### src/rtl/pll_reset_sequencer.sv
// Staged reset release for the PLL clock domain, with filtered lock-loss re-assertion.
// Optional saturating loss counter port enabled by macro PLL_RST_SEQ_LOSS_COUNT_EN.
module pll_reset_sequencer #(
  parameter int unsigned SETTLE_CYCLES = 1024,
  parameter int unsigned STAGES        = 3,
  parameter int unsigned STAGE_GAP     = 16,
  parameter int unsigned LOSS_FILTER   = 4
) (
  input  logic              clock_in,
  input  logic              rst_in,
  input  logic              pll_locked,
  input  logic              clear_in,
  output logic [STAGES-1:0] rst_out,
  output logic              ready,
`ifdef PLL_RST_SEQ_LOSS_COUNT_EN
  output logic              lock_lost,
  output logic [7:0]        loss_count
`else
  output logic              lock_lost
`endif
);

  localparam int unsigned SW = $clog2(SETTLE_CYCLES + 1);
  localparam int unsigned GW = $clog2(STAGE_GAP + 1);
  localparam int unsigned FW = $clog2(LOSS_FILTER + 1);

  localparam logic [SW-1:0] SETTLE_LAST = SW'(SETTLE_CYCLES - 1);
  localparam logic [GW-1:0] GAP_LAST    = GW'(STAGE_GAP - 1);
  localparam logic [FW-1:0] FILT_LAST   = FW'(LOSS_FILTER - 1);

  typedef enum logic [1:0] {
    WAIT_LOCK = 2'd0,
    SETTLE    = 2'd1,
    RELEASE   = 2'd2,
    RUN       = 2'd3
  } state_t;

  state_t            state_q, state_d;
  logic [SW-1:0]     settle_q, settle_d;
  logic [GW-1:0]     gap_q, gap_d;
  logic [FW-1:0]     filt_q, filt_d;
  logic [STAGES-1:0] rst_q, rst_d;
  logic              ready_q, ready_d;
  logic              lost_q, lost_d;
  logic              loss_event;

  always_comb begin
    state_d    = state_q;
    settle_d   = settle_q;
    gap_d      = gap_q;
    filt_d     = filt_q;
    rst_d      = rst_q;
    ready_d    = ready_q;
    lost_d     = clear_in ? 1'b0 : lost_q;
    loss_event = 1'b0;

    case (state_q)
      WAIT_LOCK: begin
        rst_d   = '1;
        ready_d = 1'b0;
        filt_d  = '0;
        if (pll_locked) begin
          state_d  = SETTLE;
          settle_d = '0;
        end
      end
      SETTLE: begin
        if (!pll_locked) begin
          state_d = WAIT_LOCK;
        end else begin
          settle_d = settle_q + SW'(1);
          if (settle_q == SETTLE_LAST) begin
            state_d = RELEASE;
            rst_d   = rst_q << 1;
            gap_d   = '0;
          end
        end
      end
      RELEASE: begin
        // Shifting a zero into bit 0 keeps release strictly ascending.
        if (rst_q == '0) begin
          state_d = RUN;
          ready_d = 1'b1;
        end else if (gap_q == GAP_LAST) begin
          rst_d = rst_q << 1;
          gap_d = '0;
        end else begin
          gap_d = gap_q + GW'(1);
        end
      end
      RUN: begin
        ready_d = 1'b1;
      end
      default: begin
        state_d = WAIT_LOCK;
      end
    endcase

    // Loss filter overrides release progress on the edge it fires.
    if (state_q == RELEASE || state_q == RUN) begin
      if (pll_locked) begin
        filt_d = '0;
      end else if (filt_q == FILT_LAST) begin
        loss_event = 1'b1;
        filt_d     = '0;
        state_d    = WAIT_LOCK;
        rst_d      = '1;
        ready_d    = 1'b0;
        lost_d     = 1'b1;
      end else begin
        filt_d = filt_q + FW'(1);
      end
    end
  end

  always_ff @(posedge clock_in) begin
    if (rst_in) begin
      state_q  <= WAIT_LOCK;
      settle_q <= '0;
      gap_q    <= '0;
      filt_q   <= '0;
      rst_q    <= '1;
      ready_q  <= 1'b0;
      lost_q   <= 1'b0;
    end else begin
      state_q  <= state_d;
      settle_q <= settle_d;
      gap_q    <= gap_d;
      filt_q   <= filt_d;
      rst_q    <= rst_d;
      ready_q  <= ready_d;
      lost_q   <= lost_d;
    end
  end

  assign rst_out   = rst_q;
  assign ready     = ready_q;
  assign lock_lost = lost_q;

`ifdef PLL_RST_SEQ_LOSS_COUNT_EN
  logic [7:0] count_q, count_d, count_base;

  // Clear is applied first so a coincident loss leaves the count at one.
  always_comb begin
    count_base = clear_in ? 8'd0 : count_q;
    count_d    = count_base;
    if (loss_event && count_base != 8'hFF) begin
      count_d = count_base + 8'd1;
    end
  end

  always_ff @(posedge clock_in) begin
    if (rst_in) begin
      count_q <= 8'd0;
    end else begin
      count_q <= count_d;
    end
  end

  assign loss_count = count_q;
`else
  logic unused_loss_event;
  assign unused_loss_event = loss_event;
`endif

endmodule

### config.mk
export PLATFORM = sky130hd
export DESIGN_NAME = pll_reset_sequencer
export DESIGN_NICKNAME = d
export VERILOG_FILES = /design/src/rtl/pll_reset_sequencer.sv
export SDC_FILE = /design/constraint.sdc
export NUM_CORES = 1
export LEC_CHECK = 0
export BUFFER_PORTS_ARGS = -buffer_cell sky130_fd_sc_hd__buf_4
export CAP_MARGIN = 20
export CORE_MARGIN = 2
export CORE_UTILIZATION = 57
export DETAILED_ROUTE_END_ITERATION = 8
export PLACE_DENSITY = 0.84
export REMOVE_ABC_BUFFERS = 1
export SYNTH_ARGS = -nofsm -noshare
export SYNTH_HDL_FRONTEND = slang
export SYNTH_SLANG_ARGS = --single-unit
### constraint.sdc
create_clock -name clock_in -period 3 [get_ports clock_in]
set_input_delay 0.45 -clock clock_in [delete_from_list [all_inputs] [get_ports clock_in]]
set_output_delay 0.45 -clock clock_in [all_outputs]
set_load 0.05 [all_outputs]
Yosys cells after proc, flatten, opt, wreduce, memory -nomap -nowiden. Cells that the tools add are included.

Bits of input ports: 4. Word-level logic and storage cells: 65. Register bits after elaboration: 26. Output and inout bits: 5.

Add/subtract/negate cells: 3. Mux-type cells: 37. Equal/unequal tests: 10. Reduce and logical (&&, ||, !) cells: 8.

Operator list (count): 2-to-1 mux 3 bit (11); 2-to-1 mux 11 bit (2); case mux 11 bit (2 select lines) (1); 2-to-1 mux 5 bit (4); 2-to-1 mux 2 bit (7); adder 11 x 1 -> 11 bit (second input constant) (1); equality test 11 x 10 -> 1 bit (second input constant) (1); case mux 5 bit (2 select lines) (1); case mux 3 bit (3 select lines) (1); 2-to-1 mux 1 bit (8); inequality test 2 bit (second input constant) (4); case mux 2 bit (3 select lines) (1); nonzero test 2 bit (3); adder 5 x 1 -> 5 bit (second input constant) (1); equality test 5 x 4 -> 1 bit (second input constant) (1); equality test 2 bit (second input constant) (2); AND reduction 4 bit (1); adder 3 x 1 -> 3 bit (second input constant) (1); equality test 3 x 2 -> 1 bit (second input constant) (1); zero test 3 bit (1); case mux 1 bit (3 select lines) (1); AND reduction 3 bit (1); equality test 2 x 1 -> 1 bit (second input constant) (1); zero test 2 bit (1); logical OR 1 bit (1).

Logic depth before layout (Yosys ltp).
Depth in word-level cells: 7. Mapped depth: 5.

Least setup slack after synthesis. OpenSTA, ideal clock, no wires.

Path type: register to register. Start point: register rst_q[1], in the netlist rst_out[1]. End point: register gap_q[3]. Arrival time: 1.632 ns. Period minus slack after synthesis: 1.711 ns. Cell stages (with the launch flop): 5. Library setup time: 0.079 ns. Slack: 1.289 ns. Cell sequence: dfxtp_1 > nor3_1 > nand2b_1 > or4_1 > o211ai_1.

Cells in the longest elaborated chain, start to end: 3.

Ends and longest elaborated chain: start: declaration (line 42) `logic [STAGES-1:0] rst_q, rst_d;`; start signal: assignment (line 130) `rst_q <= rst_d;`; zero test 3 bit (line 81) `if (rst_q == '0) begin`; inequality test 2 bit (no source line); AND reduction 4 bit (no source line); end signal: assignment (line 128) `gap_q <= gap_d;`; end: declaration (line 40) `logic [GW-1:0] gap_q, gap_d;`.

No other way between the ends. A chain may end at the register's enable or synchronous reset.

Worst setup path in the final report.
Start point: register state_q[1]. End point: register gap_q[3].

Cells in the longest elaborated chain, start to end: 3. Elaborated cells on any way between the ends: 8. Those cells by class: 5 x eq/ne; 1 x mux; 2 x reduce/logical.

Ends and longest elaborated chain: start: declaration (line 38) `state_t state_q, state_d;`; start signal: assignment (line 126) `state_q <= state_d;`; equality test 2 bit or equality test 2 x 1 -> 1 bit (tied branches) (line 57) `case (state_q)`; inequality test 2 bit (no source line) or nonzero test 2 bit (tied branches); AND reduction 4 bit (no source line).

Parallel ways exist; a longest one is shown, timed or not.

==> summary.txt <==
Input/output buffers: 8
Cell-internal power: 0.401 mW
Synthesized instance count: 147
Setup crit end kind: flip-flop
Final count of hold timing violations: 0
Max-cap violations: 0
R2R setup slack: 1260 ps
Netlist cell types: 40
Number of global-route vias before repair: 989
Minimum clock period: 1740 ps
WS Path Type: reg -> reg
Root Driver: clkbuf_4
Hold path cells: 2
Most frequent cell after synthesis: dfxtp_1
NetSw: 0.110 mW
Sequential Power Share: 0.684
Final Skew: 2.85 ps
Detail Placement HPWL: 1.88 mm
Worst R2R Start: state_q[1]
Yosys Warn Count: 0
Post-CTS Setup Repair Bufs: 0
VDD IR max: 0.000292 V
Unrepaired setup endpoints after global routing: no
Layout Nets: 162
Status: complete, no violations
Hold crit path type: in -> reg
Cells on worst reg2reg path: 4
# hold bufs at CTS: 0
CTS Buffer Depth: 2
Area delta synth->final: 7.24%
CTS sink cnt: 26
DIE AREA: 2610 um2
Pwr/cell area: 378 nW/um2
# diodes: 0
Routed WL: 2.54 mm
DR vias: 1115
Combinational power share: 0.039
First-pass GRT wire length: 4.29 mm
Final instance area: 1350 um2
WP data required: 3250 ps
Reg clk slew, reported paths: 120 ps
Die X-Extent: 51.0 um
H-tree levels: 1
Post-layout power: 0.511 mW
Top cells by area, synth: dfxtp_1, nand2_1, nor2_1
Die Y-Extent: 51.0 um
DR iter-0 viols: 45
Crit path launch: state_q[1]
Cts bufs inserted: 3
1st-pass router iterations: 4
Final Cycle Share: 0.579
Sw frac: 0.216
Reg-to-Reg End: gap_q[3]
Crit path to: gap_q[3]
Setup TNS: 0 ps
Largest net degree at the start of global routing: 16
Number of synthesized flops with an enable pin: 0
Post-synth top area share: 0.413
Clk Latency, worst-skew pair: 320 ps
Post-Syn Area: 1260 um2
Post-cts resize count: 0
Max_slew headroom: 0.635
Num rows: 17
DRT antenna net count: 0
CORE AREA: 2150 um2
Cell Area, Placed: 1330 um2
Top cells by count, synth: dfxtp_1, nand2_1, nor2_1
Share of cells above drive strength 1: 0.0915
Fmax: 576 MHz
Gpl congestion: 0.798
CTS tree: yes
Critical path arrival: 1990 ps
Syn Area/Cell: 8.58 um2
Clock power frac: 0.277
Post-synthesis sequential area ratio: 0.413
Fillers: 184
Worst slew pin tran: 544 ps
Lkg Pwr: 0.488 nW
Multi-input logic area: 703 um2
Max Transition Viols Final: 0
Io pins: 9
DRC: 0
Initial Utilization: 0.587
CP Max Fanout: 15
Area leader, netlist: dfxtp_1
Initial antenna violation count: 0
FFs w/ async S/R, synth: 0
Reg area: 520 um2
Drt via density: 6.16
Final setup viols: 0
Gr ovfl total: 0
DR WL/cell: 14.0 um
Startpoint Class: flip-flop
Post-synth top flop: dfxtp_1
FF+latch count, synth: 26
Tot GR Track Use: 0.216
## power by group through the flow
stage / clock (mW) / sequential (mW) / combinational, mW
2_1_floorplan: 0 / 0.356 / 0.0107
3_3_place_gp: 0 / 0.357 / 0.0190
3_5_place_dp: 0 / 0.357 / 0.0199
4_1_cts: 0.149 / 0.349 / 0.0199
5_1_grt: 0.157 / 0.350 / 0.0219
6_report: 0.141 / 0.349 / 0.0201
## state kept, by name, indices dropped and copies added (netlist names)
register and flops:
lock_lost 1, rst_out 3, ready 1, settle_q 11
gap_q 5, state_q 2, filt_q 3
## how the worst min path moves through the flow
stage	from	to	slack (ps)
after CTS	rst_in	settle_q[1]	360
after floorplan	gap_q[4]	gap_q[4]	430
after detailed placement	gap_q[4]	gap_q[4]	450
after global placement	gap_q[4]	gap_q[4]	450
after global routing	rst_in	settle_q[9]	370
final	rst_in	lock_lost	380
## through the flow
step                      hold WS, ps  utilization  std cells  setup slack (ps)
after global routing              374        0.630        181              1110
after global placement            452        0.619        178              1390
after detailed placement          452        0.619        178              1320
final                             379        0.630        181              1260
after floorplan                   426            -        142              1290
after CTS                         362        0.630        181              1300
## worst max-delay path: stages (launching register included)
cell	delay, ps
dfxtp_1	620
and2b_1	270
nand2b_1	170
or4_1	530
o211ai_1	100
## logic make-up (layout without fill, tap and decap cells)
family / Yosys count / after routing / synth area share
flip-flops: 26 / 26 / 0.413
XOR/XNOR: 6 / 6 / 0.0417
adder cells (fa/ha/maj): 3 / 3 / 0.0298
buffers and inverters: 8 / 14 / 0.0298
AND/OR/NAND/NOR: 70 / 70 / 0.301
multiplexers: 3 / 3 / 0.0238
AO/OA/AOI/OAI: 31 / 31 / 0.162
## layout by cell type, fill, tap and decap left out, types with 2 or more instances in the layout
cell type,Yosys,routed
dfxtp_1,26,26
nand2_1,16,16
nor2_1,14,14
a21oi_1,9,9
nand3_1,8,8
buf_4,0,8
nand2b_1,6,6
nor3_1,4,4
xor2_1,4,4
o211ai_1,4,4
o21ai_0,4,4
mux2i_1,3,3
and2_1,3,3
a31oi_1,3,3
nand4_1,3,3
nor2b_1,3,3
ha_1,3,3
clkbuf_4,0,3
and3_1,2,2
and4b_1,2,2
a32oi_1,2,2
nor4_1,2,2
xnor2_1,2,2
or4_1,2,2
inv_1,2,2
## cell type report
class                   instances  share of cell area
inverters                       3             0.00833
well taps                      28              0.0259
repair buffers                  8              0.0444
flip-flops and latches         26               0.385
clock buffers                   3              0.0167
multi-input cells             113               0.520
## layer usage
layer  vias to the layer above  wire length [um]  global-route usage
li1                        550                 -                   -
met1                       511              1160               0.284
met5                         -                 0                   0
met4                         0                42               0.104
met2                        48              1190               0.342
met3                         6               152              0.0380
Power figures use the tool's default switching activity.
